==> config.mk <==
export PLATFORM = sky130hd
export DESIGN_NAME = reg_dump_uart_tx
export DESIGN_NICKNAME = d
export VERILOG_FILES = /design/src/rtl/dbg_pkg.sv /design/src/rtl/uart_tx_byte.sv /design/src/rtl/reg_dump_uart_tx.sv
export SDC_FILE = /design/constraint.sdc
export NUM_CORES = 1
export LEC_CHECK = 0
export BUFFER_PORTS_ARGS = -buffer_cell sky130_fd_sc_hd__buf_4
export CORE_AREA = 8 8 392 394
export DETAILED_ROUTE_END_ITERATION = 8
export DIE_AREA = 0 0 400 402
export PLACE_DENSITY_LB_ADDON = 0.2
export SYNTH_ARGS = -nofsm -noshare
export SYNTH_HDL_FRONTEND = slang
export SYNTH_HIERARCHICAL = 1
export SYNTH_SLANG_ARGS = --single-unit
==> constraint.sdc <==
create_clock -name clk -period 75.8 [get_ports clk]
set_input_delay 11.37 -clock clk [delete_from_list [all_inputs] [get_ports clk]]
set_output_delay 11.37 -clock clk [all_outputs]
set_load 0.1 [all_outputs]
==> src/rtl/dbg_pkg.sv <==
// Shared definitions for the register-dump UART debug transmitter.
// Contents:
//   tx_state_e  - bit-level state of the byte serializer (IDLE/START/DATA/STOP)
//   DUMP_BYTES  - number of data bytes in one dump (32 registers x 4 bytes)
//   NUM_REGS    - number of registers in the flat dump
//   DUMP_W      - width of the flat dump bus
package dbg_pkg;

    typedef enum logic [1:0] {
        IDLE  = 2'd0,
        START = 2'd1,
        DATA  = 2'd2,
        STOP  = 2'd3
    } tx_state_e;

    localparam int DUMP_BYTES = 128;
    localparam int NUM_REGS   = 32;
    localparam int DUMP_W     = NUM_REGS * 32;

endpackage

==> src/rtl/uart_tx_byte.sv <==
// UART 8N1 byte serializer: start bit, 8 data bits LSB first, stop bit,
// each bit held CLKS_PER_BIT cycles.
// Ports:
//   clk   - system clock, rising edge
//   rst   - synchronous active-low reset
//   valid - a byte is offered on data
//   data  - byte to send
//   tx    - serial line, registered, idles high
//   ready - byte on data is taken at this edge when valid is also high
//
// Handshake: a byte moves when valid && ready are both high at a rising
// edge. ready is high in IDLE and in the final cycle of a stop bit, so a
// byte offered during the last stop cycle follows with no idle gap.
// ready depends only on local flops, never on valid.
module uart_tx_byte
    import dbg_pkg::*;
#(
    parameter int CLKS_PER_BIT = 868
) (
    input  logic       clk,
    input  logic       rst,
    input  logic       valid,
    input  logic [7:0] data,
    output logic       tx,
    output logic       ready
);

    localparam int CW = (CLKS_PER_BIT > 1) ? $clog2(CLKS_PER_BIT) : 1;
    localparam logic [CW-1:0] CNT_LAST = CW'(CLKS_PER_BIT - 1);

    tx_state_e     state_q;
    logic [CW-1:0] cnt_q;
    logic [2:0]    bit_q;
    logic [7:0]    data_q;
    logic          tx_q;

    logic          bit_end;
    logic [2:0]    bit_nxt;

    assign bit_end = (cnt_q == CNT_LAST);
    assign bit_nxt = bit_q + 3'd1;
    assign ready   = (state_q == IDLE) || ((state_q == STOP) && bit_end);
    assign tx      = tx_q;

    always_ff @(posedge clk) begin
        if (!rst) begin
            state_q <= IDLE;
            cnt_q   <= '0;
            bit_q   <= '0;
            data_q  <= '0;
            tx_q    <= 1'b1;
        end else begin
            // Bit-cycle counter runs in every non-idle state and wraps at
            // the end of each bit period.
            cnt_q <= bit_end ? '0 : cnt_q + 1'b1;
            case (state_q)
                IDLE: begin
                    cnt_q <= '0;
                    tx_q  <= 1'b1;
                    if (valid) begin
                        state_q <= START;
                        data_q  <= data;
                        tx_q    <= 1'b0;
                    end
                end
                START: begin
                    if (bit_end) begin
                        state_q <= DATA;
                        bit_q   <= 3'd0;
                        tx_q    <= data_q[0];
                    end
                end
                DATA: begin
                    if (bit_end) begin
                        if (bit_q == 3'd7) begin
                            state_q <= STOP;
                            tx_q    <= 1'b1;
                        end else begin
                            bit_q <= bit_nxt;
                            tx_q  <= data_q[bit_nxt];
                        end
                    end
                end
                STOP: begin
                    if (bit_end) begin
                        if (valid) begin
                            state_q <= START;
                            data_q  <= data;
                            tx_q    <= 1'b0;
                        end else begin
                            state_q <= IDLE;
                            tx_q    <= 1'b1;
                        end
                    end
                end
                default: begin
                    state_q <= IDLE;
                    tx_q    <= 1'b1;
                end
            endcase
        end
    end

endmodule

==> src/rtl/reg_dump_uart_tx.sv <==
// Register-file dump transmitter. A start request snapshots the flat
// 32x32-bit register dump, then one header byte and 128 data bytes
// (x0..x31, each little-endian) are sent back-to-back over UART 8N1.
// Ports:
//   clk      - system clock, rising edge
//   rst      - synchronous active-low reset
//   start    - dump request, only honoured while idle
//   reg_dump - flat register file, xN at [N*32+31:N*32]
//   tx       - UART serial line, idles high
//   busy     - frame in progress
//   done     - one-cycle pulse after the last stop bit
module reg_dump_uart_tx
    import dbg_pkg::*;
#(
    parameter int         CLKS_PER_BIT = 868,
    parameter logic [7:0] HEADER       = 8'hA5
) (
    input  logic              clk,
    input  logic              rst,
    input  logic              start,
    input  logic [DUMP_W-1:0] reg_dump,
    output logic              tx,
    output logic              busy,
    output logic              done
);

    logic [DUMP_W-1:0] snap_q;
    logic [7:0]        byte_idx_q;   // index of the byte currently on the line
    logic              busy_q;
    logic              done_q;

    logic              byte_valid;
    logic [7:0]        byte_data;
    logic              byte_ready;
    logic              accept;
    logic              last_byte;
    logic [9:0]        snap_base;

    assign accept    = !busy_q && start && byte_ready;
    assign last_byte = (byte_idx_q == 8'(DUMP_BYTES));

    // The byte offered next is index byte_idx_q+1, i.e. data byte
    // byte_idx_q of the snapshot, at bit offset byte_idx_q*8. While idle
    // the offer is the header, taken on the same edge that accepts start.
    assign snap_base  = {byte_idx_q[6:0], 3'b000};
    assign byte_valid = busy_q ? !last_byte : start;
    assign byte_data  = busy_q ? snap_q[snap_base +: 8] : HEADER;

    assign busy = busy_q;
    assign done = done_q;

    uart_tx_byte #(
        .CLKS_PER_BIT(CLKS_PER_BIT)
    ) u_byte (
        .clk  (clk),
        .rst  (rst),
        .valid(byte_valid),
        .data (byte_data),
        .tx   (tx),
        .ready(byte_ready)
    );

    // Snapshot is deliberately not reset; it is only read while busy.
    always_ff @(posedge clk) begin
        if (accept) begin
            snap_q <= reg_dump;
        end
    end

    always_ff @(posedge clk) begin
        if (!rst) begin
            busy_q     <= 1'b0;
            done_q     <= 1'b0;
            byte_idx_q <= '0;
        end else begin
            done_q <= 1'b0;
            if (accept) begin
                busy_q     <= 1'b1;
                byte_idx_q <= '0;
            end else if (busy_q && byte_ready) begin
                // Serializer is in the last stop-bit cycle of the current byte.
                if (last_byte) begin
                    busy_q <= 1'b0;
                    done_q <= 1'b1;
                end else begin
                    byte_idx_q <= byte_idx_q + 8'd1;
                end
            end
        end
    end

endmodule

==> flow_metrics.tcl <==
set metrics [dict create \
    area_growth_pct 34.0 \
    fillCellCount 13800 \
    syn_inst 1889 \
    rows 141 \
    instances_no_fill 5045 \
    rsz0062_at_grt "false" \
    dr.first_iter.drc_count 1986 \
    endpoint "snap_q[70]$_DFFE_PP_" \
    antenna_found_initial 53 \
    drive_gt1_share_pct 49.2 \
    power_frac_seq_pct 48.4 \
    ant_nets 0 \
    crit_arrival_ns 14.47 \
    crit_start "start" \
    grt_pass1_wl_um 215000 \
    pwr-share-clk_pct 34.1 \
    postSynthAreaPerCell_um2 21.7 \
    leakagePower_uw 0.0195 \
    cp-start-kind "input port" \
    cts_buffers 118 \
    setup-tns-final_ns 0 \
    wl_per_cell_um 31.9 \
    r2r_cells 10 \
    ys_dominant_reg_cell "edfxtp_1" \
    grt_max_degree 205 \
    cts_tree "yes" \
    gp_congestion 0.841 \
    r2r-end "u_byte/data_q[6]$_SDFFE_PN0P_" \
    p_int_uw 1260 \
    ctsHtreeMaxLevel 3 \
    coreArea_um2 147000 \
    synth_area_leaders "edfxtp_1 75%, mux4_2 14%, dfxtp_1 1.7%, mux2i_1 1.5%, nand2_1 0.66%" \
    cts_sinks 1058 \
    clkLatencyLatePin_ns 0.74 \
    critPathCaptureType "flip-flop" \
    dr.pass1.iters 7 \
    gr-total-overflow 0 \
    yosysSeqAreaShare_pct 76.8 \
    cts_resized 0 \
    slew_violations 0 \
    slew_headroom_pct 3.79 \
    die_w_um 400 \
    fmax_mhz 70.6 \
    post-route-period-util_pct 18.7 \
    vias 23800 \
    p_comb_share_pct 17.5 \
    syn_area_um2 40900 \
    r2r_start "byte_idx_q[0]$_SDFFE_PP0P_" \
    io_pins 1030 \
    die_h_um 402 \
    syn-num-nets 2925 \
    setup_viol 0 \
    worst_slew_pin_slew_ns 1.44 \
    post_cts_buffers 0 \
    vias_per_cell 4.72 \
    net-switching-power_uw 453 \
    ys_warn_count 6 \
    synth_area_leader_cell "edfxtp_1" \
    rrSetupSlack_ns 70.45 \
    skew_ns 0.0585 \
    netlist.area_leader.share_pct 75.1 \
    path_max_fanout 204 \
    async_reset_ff_share_pct 0 \
    maxCapViolations 0 \
    start_util_pct 27.8 \
    clk_pin_slew_ns 0.06 \
    synth_edf_count 1024 \
    hold_viol 0 \
    min_period_ns 14.17 \
    drt_wl_total_um 161000 \
    p_sw_share_pct 26.4 \
    vdd_ir_drop_max_uv 22.1 \
    power.density_nw_per_um2 31.3 \
    yosys_register_bits 1058 \
    grtUsageTotal_pct 19.3 \
    criticalPathCategory "in -> reg" \
    clockBufferDepth 3 \
    crit_required_ns 76.10 \
    fin_nets 4013 \
    hold_path.class "reg -> reg" \
    drc 0 \
    port_buffers 1029 \
    status "finished clean" \
    place_inst 4787 \
    die_area_um2 161000 \
    synthDistinctLibCells 67 \
    holdBufCountCts 0 \
    dp_hpwl_um 124000 \
    grt_pass1_vias 26600 \
    cts_root_buf "clkbuf_16" \
]
## how the worst min path moves through the flow
stage	start	endpoint	slack [ns]	cells past startpoint
after global routing	u_byte/cnt_q[0]$_SDFF_PP0_	u_byte/cnt_q[0]$_SDFF_PP0_	0.48	1
after floorplan	u_byte/cnt_q[0]$_SDFF_PP0_	u_byte/cnt_q[0]$_SDFF_PP0_	0.41	1
after detailed placement	u_byte/cnt_q[0]$_SDFF_PP0_	u_byte/cnt_q[0]$_SDFF_PP0_	0.45	1
final	u_byte/cnt_q[0]$_SDFF_PP0_	u_byte/cnt_q[0]$_SDFF_PP0_	0.46	1
after CTS	u_byte/cnt_q[0]$_SDFF_PP0_	u_byte/cnt_q[0]$_SDFF_PP0_	0.46	1
after global placement	u_byte/cnt_q[0]$_SDFF_PP0_	u_byte/cnt_q[0]$_SDFF_PP0_	0.42	1
## cells in the final DEF (no fill, tap or decap), types with 6 or more instances in the layout
master and instances:
a2111oi_0 7, a21oi_1 23, a221oi_1 13, a22oi_1 18
a31oi_1 9, and2_1 6, and3_1 6, buf_4 1064
bufinv_16 16, clkbuf_1 21, clkbuf_16 118, clkinv_1 32
clkinv_2 16, clkinvlp_4 6, dfxtp_1 27, diode_2 34
edfxtp_1 1024, ha_1 9, inv_1 10, inv_6 7
mux2_2 9, mux2i_1 62, mux4_2 248, nand2_1 72
nand2b_1 7, nand3_1 20, nand4_1 8, nor2_1 49
nor2b_1 6, nor3_1 13, nor3b_1 6, o211ai_1 8
o21ai_0 11, o21ai_1 10, o221ai_1 9, o22ai_1 18
xor2_1 10
## power by group through the flow
stage | logic, uW | clock network [uW] | registers (uW)
floorplan | 183 | 0 | 1090
global placement | 304 | 0 | 835
detailed placement | 309 | 0 | 842
CTS | 311 | 603 | 831
global route | 324 | 622 | 840
finish | 301 | 586 | 830
## Yosys cell counts, drive strengths merged, types with 3 or more instances
cell	count
edfxtp	1024
nand3	20
and3	6
a211oi	4
xor2	10
and2	6
ha	9
a31oi	9
a221oi	14
a2111oi	7
nand4	8
a22oi	18
o31ai	5
mux2i	62
nor2	50
nand2	72
nand2b	7
o211ai	8
clkbuf	30
dfxtp	34
nor3	13
mux2	9
buf	69
nor2b	7
mux4	253
a21oi	23
o221ai	9
o32ai	4
nor3b	7
o21ai	21
nand3b	3
o22ai	18
xnor2	5
inv	12
## state kept, by name, indices dropped and copies added (netlist names)
| signal | flops |
|---|---|
| u_byte/bit_q | 3 |
| u_byte/data_q | 8 |
| byte_idx_q | 8 |
| u_byte/cnt_q | 10 |
| snap_q | 1024 |
| done | 1 |
| u_byte/state_q | 2 |
| busy | 1 |
| u_byte/tx | 1 |
## cell families (layout without fill, tap and decap cells)
family	Yosys count	after routing	synth area share, %
AOI/OAI and AO/OA	158	158	2.73
xor gates and xnor gates	15	15	0.321
adders and majority gates	9	9	0.275
buffers and inverters	113	1305	1.70
DFF	1058	1058	76.8
muxes	324	324	15.7
other	0	34	0
and+or+nand+nor	212	212	2.49
## layer usage
| layer | routed length, um | track usage (%) | up-vias |
|---|---|---|---|
| met3 | 11400 | 5.05 | 172 |
| met4 | 3580 | 5.96 | 16 |
| met5 | 105 | 0 | - |
| met2 | 84100 | 34.3 | 966 |
| li1 | - | - | 10200 |
| met1 | 61900 | 22.9 | 12500 |
## metrics by stage
stage                     power (uW)  instance area [um2]  hold slack, ns  setup WS [ns]  utilization, %
after floorplan                 1270                40900           0.413          19.41               -
after global placement          1140                50800           0.424          61.09            34.5
after detailed placement        1150                50800           0.446          60.96            34.5
after CTS                       1740                54800           0.458          61.78            37.2
after global routing            1790                54800           0.480          61.59            37.3
final                           1720                54900           0.458          61.63            37.3
## critical path: stages
cell and delay [ns]:
buf_4 0.13, nand2_1 0.13, nor2_4 0.64, buf_12 0.63
buf_12 0.70
## final cells by class
| class | count | area [um2] | area share [%] |
|---|---|---|---|
| inverters | 14 | 55.1 | 0.100 |
| flip-flops and latches | 1058 | 31500 | 57.3 |
| repair buffers | 1067 | 8050 | 14.7 |
| well taps | 1930 | 2410 | 4.40 |
| diodes | 34 | 85.1 | 0.155 |
| clock inverters | 85 | 938 | 1.71 |
| clock buffers | 139 | 3030 | 5.53 |
| multi-input cells | 718 | 8830 | 16.1 |
Note: power is estimated with default switching activity, not from simulation.
